<file path="config.mk">
export PLATFORM = sky130hd
export DESIGN_NAME = interrupt_controller
export DESIGN_NICKNAME = d
export VERILOG_FILES = /design/src/rtl/intc_pkg.sv /design/src/rtl/irq_sync_edge.sv /design/src/rtl/interrupt_controller.sv
export SDC_FILE = /design/constraint.sdc
export NUM_CORES = 1
export LEC_CHECK = 0
export ABC_CLOCK_PERIOD_IN_PS = 2700
export BUFFER_PORTS_ARGS = -buffer_cell sky130_fd_sc_hd__clkbuf_2
export CAP_MARGIN = 10
export CORE_MARGIN = 2
export CORE_UTILIZATION = 40
export DETAILED_ROUTE_END_ITERATION = 16
export GPL_TIMING_DRIVEN = 0
export PLACE_DENSITY = 0.68
export SETUP_SLACK_MARGIN = 0.4
export SLEW_MARGIN = 20
export SYNTH_ARGS = -nofsm -noshare
export SYNTH_HDL_FRONTEND = slang
export SYNTH_SLANG_ARGS = --single-unit
</file>
<file path="constraint.sdc">
create_clock -name clk -period 2.7 [get_ports clk]
set_clock_uncertainty 0.1 [all_clocks]
set_input_delay 0 -clock clk [delete_from_list [all_inputs] [get_ports clk]]
set_output_delay 0 -clock clk [all_outputs]
set_load 0.01 [all_outputs]
</file>
<file path="src/rtl/intc_pkg.sv">
// Shared types and constants for the interrupt controller.
package intc_pkg;

  // Default number of interrupt lines and the architectural maximum.
  localparam int N_IRQ_DEF = 5;
  localparam int MAX_IRQ   = 8;

  // Width of the cause field (enough to index MAX_IRQ lines).
  localparam int CAUSE_W = 3;

  // Configuration register map.
  localparam logic [1:0] ADDR_MASK    = 2'd0;
  localparam logic [1:0] ADDR_EDGE    = 2'd1;
  localparam logic [1:0] ADDR_PENDING = 2'd2;
  localparam logic [1:0] ADDR_STATUS  = 2'd3;

  // Request handshake state.
  typedef enum logic [1:0] {
    ST_IDLE       = 2'd0,
    ST_REQUEST    = 2'd1,
    ST_IN_SERVICE = 2'd2
  } state_e;

  // Fixed priority: the lowest set index wins. Returns 0 when nothing is set.
  function automatic logic [CAUSE_W-1:0] lowest_set(input logic [MAX_IRQ-1:0] vec);
    lowest_set = '0;
    for (int i = MAX_IRQ - 1; i >= 0; i--) begin
      if (vec[i]) lowest_set = CAUSE_W'(i);
    end
  endfunction

endpackage

</file>
<file path="src/rtl/irq_sync_edge.sv">
// Per-line synchronizer with rising-edge detection. 'level' is the
// synchronized line; 'rise' is high for one cycle after it goes 0 -> 1.
module irq_sync_edge #(
  parameter int SYNC_STAGES = 2
) (
  input  logic clk,
  input  logic reset,
  input  logic i_line,
  output logic level,
  output logic rise
);

  logic [SYNC_STAGES-1:0] sync_q;
  logic                   prev_q;

  // Shift the raw line through the synchronizer and keep one delayed copy.
  // NOTE: sequential state uses non-blocking assignments so every flop samples
  // its pre-edge inputs regardless of statement order.
  always_ff @(posedge clk or negedge reset) begin
    if (!reset) begin
      sync_q <= '0;
      prev_q <= 1'b0;
    end else begin
      sync_q <= {sync_q[SYNC_STAGES-2:0], i_line};
      prev_q <= sync_q[SYNC_STAGES-1];
    end
  end

  assign level = sync_q[SYNC_STAGES-1];
  assign rise  = level & ~prev_q;

endmodule

</file>
<file path="src/rtl/interrupt_controller.sv">
// Interrupt front-end: synchronizes external lines, keeps maskable pending
// state and drives one prioritized request with an ack / eret handshake.
module interrupt_controller
  import intc_pkg::*;
#(
  parameter int N_IRQ       = N_IRQ_DEF,
  parameter int SYNC_STAGES = 2
) (
  input  logic               clk,
  input  logic               reset,
  input  logic [N_IRQ-1:0]   i_interruption,
  input  logic               i_cfg_we,
  input  logic [1:0]         i_cfg_addr,
  input  logic [31:0]        i_cfg_wdata,
  output logic [31:0]        o_cfg_rdata,
  output logic               o_irq_req,
  output logic [CAUSE_W-1:0] o_irq_cause,
  input  logic               i_irq_ack,
  input  logic               i_eret
);

  logic [N_IRQ-1:0]   line_level;
  logic [N_IRQ-1:0]   line_rise;
  logic [N_IRQ-1:0]   mask_q, mask_d;
  logic [N_IRQ-1:0]   edge_q, edge_d;
  logic [N_IRQ-1:0]   pending_q, pending_d;
  logic [N_IRQ-1:0]   eligible;
  logic [N_IRQ-1:0]   cause_onehot;
  logic [N_IRQ-1:0]   w1c;
  logic [N_IRQ-1:0]   ack_clr;
  state_e             state_q, state_d;
  logic [CAUSE_W-1:0] cause_q, cause_d;
  logic               ack_take;
  logic               in_service;
  logic               unused_wdata;

  // Only the low N_IRQ bits of the write data carry meaning.
  assign unused_wdata = ^i_cfg_wdata[31:N_IRQ];

  for (genvar g = 0; g < N_IRQ; g++) begin : g_sync
    irq_sync_edge #(
      .SYNC_STAGES(SYNC_STAGES)
    ) u_sync (
      .clk    (clk),
      .reset  (reset),
      .i_line (i_interruption[g]),
      .level  (line_level[g]),
      .rise   (line_rise[g])
    );
  end

  assign eligible     = pending_q & mask_q;
  assign cause_onehot = N_IRQ'(1) << cause_q;
  assign ack_take     = (state_q == ST_REQUEST) && i_irq_ack;
  assign in_service   = (state_q == ST_IN_SERVICE);

  // Config writes and pending update; a new edge beats any clear in the same cycle.
  // NOTE: every signal driven here gets a default first so no latch is inferred.
  always_comb begin
    mask_d  = mask_q;
    edge_d  = edge_q;
    w1c     = '0;
    ack_clr = '0;
    if (i_cfg_we) begin
      unique case (i_cfg_addr)
        ADDR_MASK:    mask_d = i_cfg_wdata[N_IRQ-1:0];
        ADDR_EDGE:    edge_d = i_cfg_wdata[N_IRQ-1:0];
        ADDR_PENDING: w1c    = i_cfg_wdata[N_IRQ-1:0];
        default:      ;
      endcase
    end
    if (ack_take) ack_clr = cause_onehot;
    pending_d = (edge_q & (line_rise | (pending_q & ~(w1c | ack_clr))))
              | (~edge_q & line_level);
  end

  // Configuration and pending registers.
  always_ff @(posedge clk or negedge reset) begin
    if (!reset) begin
      mask_q    <= '0;
      edge_q    <= '1;
      pending_q <= '0;
    end else begin
      mask_q    <= mask_d;
      edge_q    <= edge_d;
      pending_q <= pending_d;
    end
  end

  // Handshake state register with the latched cause.
  always_ff @(posedge clk or negedge reset) begin
    if (!reset) begin
      state_q <= ST_IDLE;
      cause_q <= '0;
    end else begin
      state_q <= state_d;
      cause_q <= cause_d;
    end
  end

  // Next state: latch the winner, hold it, withdraw if it loses eligibility.
  always_comb begin
    state_d = state_q;
    cause_d = cause_q;
    unique case (state_q)
      ST_IDLE: begin
        if (|eligible) begin
          state_d = ST_REQUEST;
          cause_d = lowest_set(MAX_IRQ'(eligible));
        end
      end
      ST_REQUEST: begin
        if (i_irq_ack) begin
          state_d = ST_IN_SERVICE;
        end else if (!(|(eligible & cause_onehot))) begin
          state_d = ST_IDLE;
          cause_d = '0;
        end
      end
      ST_IN_SERVICE: begin
        if (i_eret) begin
          state_d = ST_IDLE;
          cause_d = '0;
        end
      end
      default: begin
        state_d = ST_IDLE;
        cause_d = '0;
      end
    endcase
  end

  // Outputs decoded straight from registered state.
  always_comb begin
    o_irq_req   = (state_q == ST_REQUEST);
    o_irq_cause = cause_q;
  end

  // Register readback; upper bits read as zero.
  always_comb begin
    o_cfg_rdata = '0;
    unique case (i_cfg_addr)
      ADDR_MASK:    o_cfg_rdata[N_IRQ-1:0] = mask_q;
      ADDR_EDGE:    o_cfg_rdata[N_IRQ-1:0] = edge_q;
      ADDR_PENDING: o_cfg_rdata[N_IRQ-1:0] = pending_q;
      ADDR_STATUS:  o_cfg_rdata[CAUSE_W:0] = {in_service, cause_q};
      default:      ;
    endcase
  end

endmodule
</file>
==> metrics, run 1 <==
Top Usage Layer GRT met2; CTS clock-pin slew for the worst setup and hold paths 70 ps; fillers 376; Adder-Cell Fraction of Synth Area 0; remaining global-route overflow 0; Rel. slew slack 0.427; Worst setup EP type primary output; CTS buffer count 5; Clk pwr share 0.281; synthesis-to-finish area growth 29.8%; area of the multi-input gates 756 um2; Compound-Gate Fraction of Synth Area 0.112; Port Buf Inserts 23; top-area cell type share of the netlist area 0.426; PD cells 753 mW/mm2; Max-cap violations 0; xor/xnor cell area share of the yosys netlist 0; main combinational cell family by area after synthesis simple AND/OR/NAND/NOR gates; Detail Route Antenna Nets 0; DR DRC count 0; fin crit period 1630 ps; RSZ-0062 raised after global routing no; switching share of total power 0.312; Vias/cell 4.57; final RePlAce weighted congestion 0.804; Core ar. 0.00429 mm2; num rows 24; Seq pwr share 0.425; simple-gate portion of the synthesized area 0.136; Final TNS setup 0 ps; Worst VDD drop 0.288 mV; GR Layer Usage met3 0.0404; DR vias 1234; ranking of synthesized cells by area dfrtp_1, buf_4, dfstp_2, mux2_2, mux4_2; CP Launch Type register; Final Cycle Share 0.602; fraction of final layout cells sized beyond drive strength 1 0.394; final WL 3260 um; Reg area 882 um2; Post-CTS Setup Bufs 0; clock buffer depth 2; 1st-pass router iterations 4; kind of critical path register to primary output; Mapped Cells 148; Max Clk Rate 615 MHz; nets 261; post-synthesis area per instance 11.9 um2; io pins 80; largest net degree at the start of global routing 36; hpwl dp 2320 um; Final Instance Count excl. Fillers 270; total track usage 0.145; Initial Util 0.411; Pleak 1.10 nW; Sink Count 35; M2 GR Usage 0.227; Die Wd 70.4 um; status finished, final reports clean; Switch Pwr 0.000538 W; vias in the first global route 1186; initial drt markers 98; Slew Limit Fails 0; biggest area consumer among synthesized cells dfrtp_1; CTS tree yes; Final Setup Violations 0; Max H-tree Level 2; crit path DAT 1530 ps; global routing usage on met1 0.189; Req. time, crit path 2600 ps; DIE AREA 0.00495 mm2; Synth cell types 38; Wirelength per Cell 12.1 um; antenna fix cells 0; Placed Cells incl. Taps 249; Die Height 70.4 um; yosys warns 0; Clock Latency Late Sink 280 ps; post_cts resized 0; CTS root buf clkbuf_8; Comb power frac 0.294; final hold viol count 0; Seq/Total Area, Yosys 0.500; first-pass GRT wire length 5610 um; worst min path class input port to register; Yosys reg bits 35; Max FO, Critical Path 6; antenna violations before repair 0; P_int 0.00119 W; post-synthesis cell area 0.00176 mm2; post-synthesis mux area share 0.123; Worst-Margin Slew 859 ps
synth_stat cells, drive strengths merged:
library cell and count:
mux4 4, and2b 1, a211oi 2, a31oi 1, a21boi 2, and2 2, nand3b 6, nand2b 1
nor2 5, dfstp 5, dfrtp 30, and4 1, a21o 2, a22oi 1, a311oi 1, a31o 1
conb 1, o21ai 2, o31ai 2, buf 30, mux2 10, nor3b 2, mux2i 1, nand2 14
a22o 3, a21oi 7, and3 1, nor2b 3, nand3 4, nor4b 1, a221oi 2
repair_timing:
item / 4_1_cts / 5_1_grt
hold endpoints to repair: 54 / 0
endpoints found under the setup margin: 0 / 0
hold buffers: 13 / 0
registers in the layout, indices dropped and copies added, names as in the netlist:
| name | count |
|---|---|
| pending_q | 5 |
| g_sync.u_sync.prev_q | 5 |
| g_sync.u_sync.sync_q | 10 |
| o_irq_cause | 3 |
| state_q | 2 |
| mask_q | 5 |
| edge_q | 5 |
path summary, 6_finish.rpt:
path                                                 startpoint                              endpoint  slack, ps  cells past startpoint
max                                      state_q[1]$_DFFE_PN0P_                        o_cfg_rdata[3]       1070                      3
max reg2reg                              state_q[1]$_DFFE_PN0P_                pending_q[4]$_DFF_PN0_       1160                      4
min                                               i_cfg_addr[1]                 mask_q[4]$_DFFE_PN0P_        120                      3
max in group asynchronous                                 reset  g_sync[4].u_sync.sync_q[0]$_DFF_PN0_       1710                      2
min in group asynchronous                                 reset                state_q[1]$_DFFE_PN0P_        250                      2
min reg2reg                g_sync[4].u_sync.sync_q[0]$_DFF_PN0_  g_sync[4].u_sync.sync_q[1]$_DFF_PN0_        250                      0
per-layer routing:
| metal | wire length, um | part of all wire | up-vias |
|---|---|---|---|
| met1 | 1460 | 0.45 | 575 |
| met2 | 1550 | 0.48 | 39 |
| met3 | 214 | 0.066 | 5 |
| met5 | 0 | 0 | - |
| li1 | - | - | 615 |
| met4 | 38 | 0.012 | 0 |
final cells by class:
type                            count  share of cell area
Buffer                             30              0.0973
Clock buffer                        6              0.0361
Clock inverter                      2              0.0153
Multi-Input combinational cell    109               0.330
Sequential cell                    35               0.385
Tap cell                           52              0.0284
Timing Repair Buffer               36               0.107
cell usage in the layout, fill, tap and decap left out, types with 6 or more instances in the layout:
cell type / netlist / routed
conb_1: 1 / 27
dlygate4sd3_1: 0 / 13
clkbuf_8: 0 / 6
mux2_2: 10 / 10
clkbuf_2: 0 / 23
buf_4: 29 / 29
dfrtp_1: 30 / 30
a21oi_1: 7 / 7
nand3b_1: 6 / 6
nand2_1: 14 / 14
through the flow:
step / cell area (um2) / setup WS (ps) / util / hold WS [ps] / power, W
6_report: 2290 / 1070 / 0.533 / 117 / 0.00172
5_1_grt: 2290 / 1030 / 0.533 / 128 / 0.00184
4_1_cts: 2290 / 1080 / 0.533 / 111 / 0.00174
3_5_place_dp: 2040 / 1180 / 0.475 / 9.64 / 0.00123
3_3_place_gp: 2040 / 1190 / 0.475 / 8.46 / 0.00122
2_1_floorplan: 1860 / 1310 / - / -396 / 0.00108
kinds of logic after synthesis:
kind of cell | after synthesis
other | 1
DFF | 35
AOI/OAI and AO/OA | 26
muxes | 15
and+or+nand+nor | 41
buffers and inverters | 30
power by group through the flow:
stage	registers, W	clock network [W]	logic (W)
after floorplan	0.000717	0	0.000367
after global placement	0.000736	0	0.000485
after detailed placement	0.000742	0	0.000492
after CTS	0.000732	0.000496	0.000508
after global routing	0.000749	0.000521	0.000567
final	0.000732	0.000484	0.000507
worst max-delay path, cell delays in order, from the launching register on:
cell and delay, ps:
dfrtp_1 460, nor2b_1 160, mux4_2 470, clkbuf_2 140
No activity file was read; power rests on OpenSTA's default activity.
==> run 2, diff against run 1 <==
Settings changed: ABC_AREA from default to 1, ABC_CLOCK_PERIOD_IN_PS 2700 to 1400, PLACE_DENSITY 0.68 to 0.71.
Clock period 2.7 ns to 1.4 ns, I/O delays scaled along.
==> run 2 against run 1 <==
  * The flow now finishes with violations (negative hold slack)
  * Global-route usage up 1.2 points
  * Sequential power up 87%
  * Cell area is 7.9% higher
  * Utilization rose by 7.5 points
  * Clock power grew 48%
  * Via count rose by 22%
  * Power up 95%
  * Critical path depth up 5
  * Cell count increased by 26%
  * Flip-flop and latch count unchanged
  * Critical endpoint is now o_irq_cause[2]$_DFFE_PN0P_
  * Largest cell class unchanged
  * Largest power group unchanged
==> metrics, run 2 <==
status finished, violations left; violated checks negative hold slack; Vias/cell 4.41; CTS root buf clkbuf_8; DIE AREA 0.00481 mm2; Max H-tree Level 2; yosys warns 0; Seq/Total Area, Yosys 0.516; vias in the first global route 1323; num rows 23; Die Wd 69.3 um; Post-synth EDFFs 0; Mapped Cells 203; Reg2Reg Setup Slack 30 ps; remaining global-route overflow 0; most frequent cell after synthesis nand2_1; dpl cell area 0.00201 mm2; antenna fix cells 0; DR DRC count 0; RSZ-0062 raised after global routing yes; max incr delay on CP 460 ps; uppermost layer routed met4; 1st-pass router iterations 4; Comb power frac 0.380; antenna violations before repair 0; initial drt markers 63; area of the multi-input gates 764 um2; clock buffer depth 2; Yosys reg bits 35; Biggest register g_sync.u_sync.sync_q; fraction of final layout cells sized beyond drive strength 1 0.419; Placed Cells incl. Taps 304; total track usage 0.157; CTS clock-pin slew for the worst setup and hold paths 70 ps; Synth cell types 17; hold buffers post-CTS 11; Max FO, Critical Path 5; Clock Latency Late Sink 290 ps; largest net degree at the start of global routing 36; synth cell count leaders nand2_1, dfrtp_1, buf_4; final WL 3830 um; Max-cap violations 0; Core ar. 0.00406 mm2; CP Cell Sequence inv_2, nor2_2, nand3_2, nand3_2, o21bai_4, nand2_2, nand2_1, nand2_1; switching share of total power 0.357; post-synthesis cell area 0.00171 mm2; Final Setup Violations 0; Rel. slew slack 0.446; ranking of synthesized cells by area dfrtp_1, nand2_1, buf_4, dfstp_2, inv_1; Final Cycle Share 0.975; P_int 0.00216 W; post-synthesis area per instance 8.41 um2; Clk pwr share 0.212; most common cell after layout, fill and taps aside nand2_1; Final Instance Count excl. Fillers 341; most frequent cells in the layout nand2_1, buf_4, conb_1; nets 334; hold_ws -306 ps; Die Height 69.3 um; top-area cell type share of the netlist area 0.440; Worst setup EP type register; fin crit period 1370 ps; Req. time, crit path 1480 ps; cell area after layout 0.00247 mm2; CTS buffer count 5; hpwl dp 2460 um; synthesis-to-finish area growth 44.5%; CTS tree yes; Met3 Wirelength 197 um; Port Buf Inserts 25; Initial Util 0.421; met2 routed WL 1950 um; Pleak 1.31 nW; Switch Pwr 0.00120 W; kind of critical path register to register; Largest register FFs 10; Wirelength per Cell 11.2 um; final hold viol count 32; detailed-routing wirelength on met1 1590 um; Slew Limit Fails 0; Reg area 887 um2; Worst VDD drop 0.755 mV; Async S/R FF share, synth 1.00; DR vias 1504; io pins 80; fillers 355; worst min path class input port to asynchronous set/reset pin; Max Clk Rate 732 MHz; biggest area consumer among synthesized cells dfrtp_1; PD cells 1360 mW/mm2; Main synth FF type dfrtp_1; CP Launch Type register; Seq pwr share 0.408; crit path DAT 1440 ps; Max stage delay cell, worst path dfrtp_2; Sink Count 35; first-pass GRT wire length 5950 um; Worst-Margin Slew 830 ps; Detail Route Antenna Nets 0; final RePlAce weighted congestion 0.851
## run 2: power by group through the flow
| stage | registers (W) | logic [W] | clock network [W] |
|---|---|---|---|
| 2_1_floorplan | 0.00134 | 0.000557 | 0 |
| 3_3_place_gp | 0.00135 | 0.000766 | 0 |
| 3_5_place_dp | 0.00136 | 0.000779 | 0 |
| 4_1_cts | 0.00134 | 0.000949 | 0.000729 |
| 5_1_grt | 0.00139 | 0.00141 | 0.000779 |
| 6_report | 0.00137 | 0.00128 | 0.000715 |
## run 2: worst max-delay path: cells and delay by family (launching register included)
kind	cells	cell delay (ps)
AOI/OAI and AO/OA	1	170
DFF	1	460
buffers and inverters	1	90
and+or+nand+nor	6	450
## run 2: final timing paths
check	depth (start not counted)	end	start
max in group asynchronous	1	o_irq_cause[2]$_DFFE_PN0P_	reset
setup reg to reg	8	o_irq_cause[2]$_DFFE_PN0P_	o_irq_cause[1]$_DFFE_PN0P_
min in group clk	3	state_q[1]$_DFFE_PN0P_	i_eret
hold / removal	1	g_sync[3].u_sync.sync_q[1]$_DFF_PN0_	reset
hold reg to reg	0	g_sync[4].u_sync.sync_q[1]$_DFF_PN0_	g_sync[4].u_sync.sync_q[0]$_DFF_PN0_
setup / recovery	8	o_irq_cause[2]$_DFFE_PN0P_	o_irq_cause[1]$_DFFE_PN0P_
## run 2: what timing repair did
| item | 4_1_cts | 5_1_grt |
|---|---|---|
| pin swaps | 3 | 16 |
| hold endpoints to repair | 52 | 31 |
| gates resized for setup | 12 | 33 |
| endpoints found under the setup margin | 16 | 20 |
| setup buffers | 8 | 10 |
## run 2: cells by family after synthesis
| kind of cell | Yosys count | synth area share |
|---|---|---|
| AOI/OAI and AO/OA | 18 | 0.0659 |
| other | 1 | 0.00220 |
| buffers and inverters | 47 | 0.163 |
| and+or+nand+nor | 102 | 0.253 |
| DFF | 35 | 0.516 |
## run 2: per-layer routing
| layer | up-vias | GRT usage |
|---|---|---|
| li1 | 763 | - |
| met2 | 42 | 0.264 |
| met3 | 8 | 0.0407 |
| met1 | 691 | 0.191 |
| met4 | 0 | 0.0675 |
| met5 | - | 0 |
## run 2: layout make-up
class                   instances  share of cell area
multi-input cells             147               0.310
clock buffers                   6              0.0294
plain buffers                  27              0.0821
well taps                      50              0.0253
clock inverters                 2             0.00507
repair buffers                 54               0.159
inverters                      20              0.0304
flip-flops and latches         35               0.359
## run 2: per-stage QoR
| stage | utilization | setup TNS, ps | setup WS (ps) | power [W] | hold WS [ps] |
|---|---|---|---|---|---|
| after floorplan | - | 0 | 193 | 0.00189 | -396 |
| after global routing | 0.608 | -109 | -40.3 | 0.00358 | -228 |
| after global placement | 0.495 | 0 | 130 | 0.00212 | 8.87 |
| after CTS | 0.568 | 0 | 107 | 0.00302 | -274 |
| after detailed placement | 0.495 | 0 | 116 | 0.00213 | 9.63 |
| final | 0.608 | 0 | 34.3 | 0.00336 | -306 |
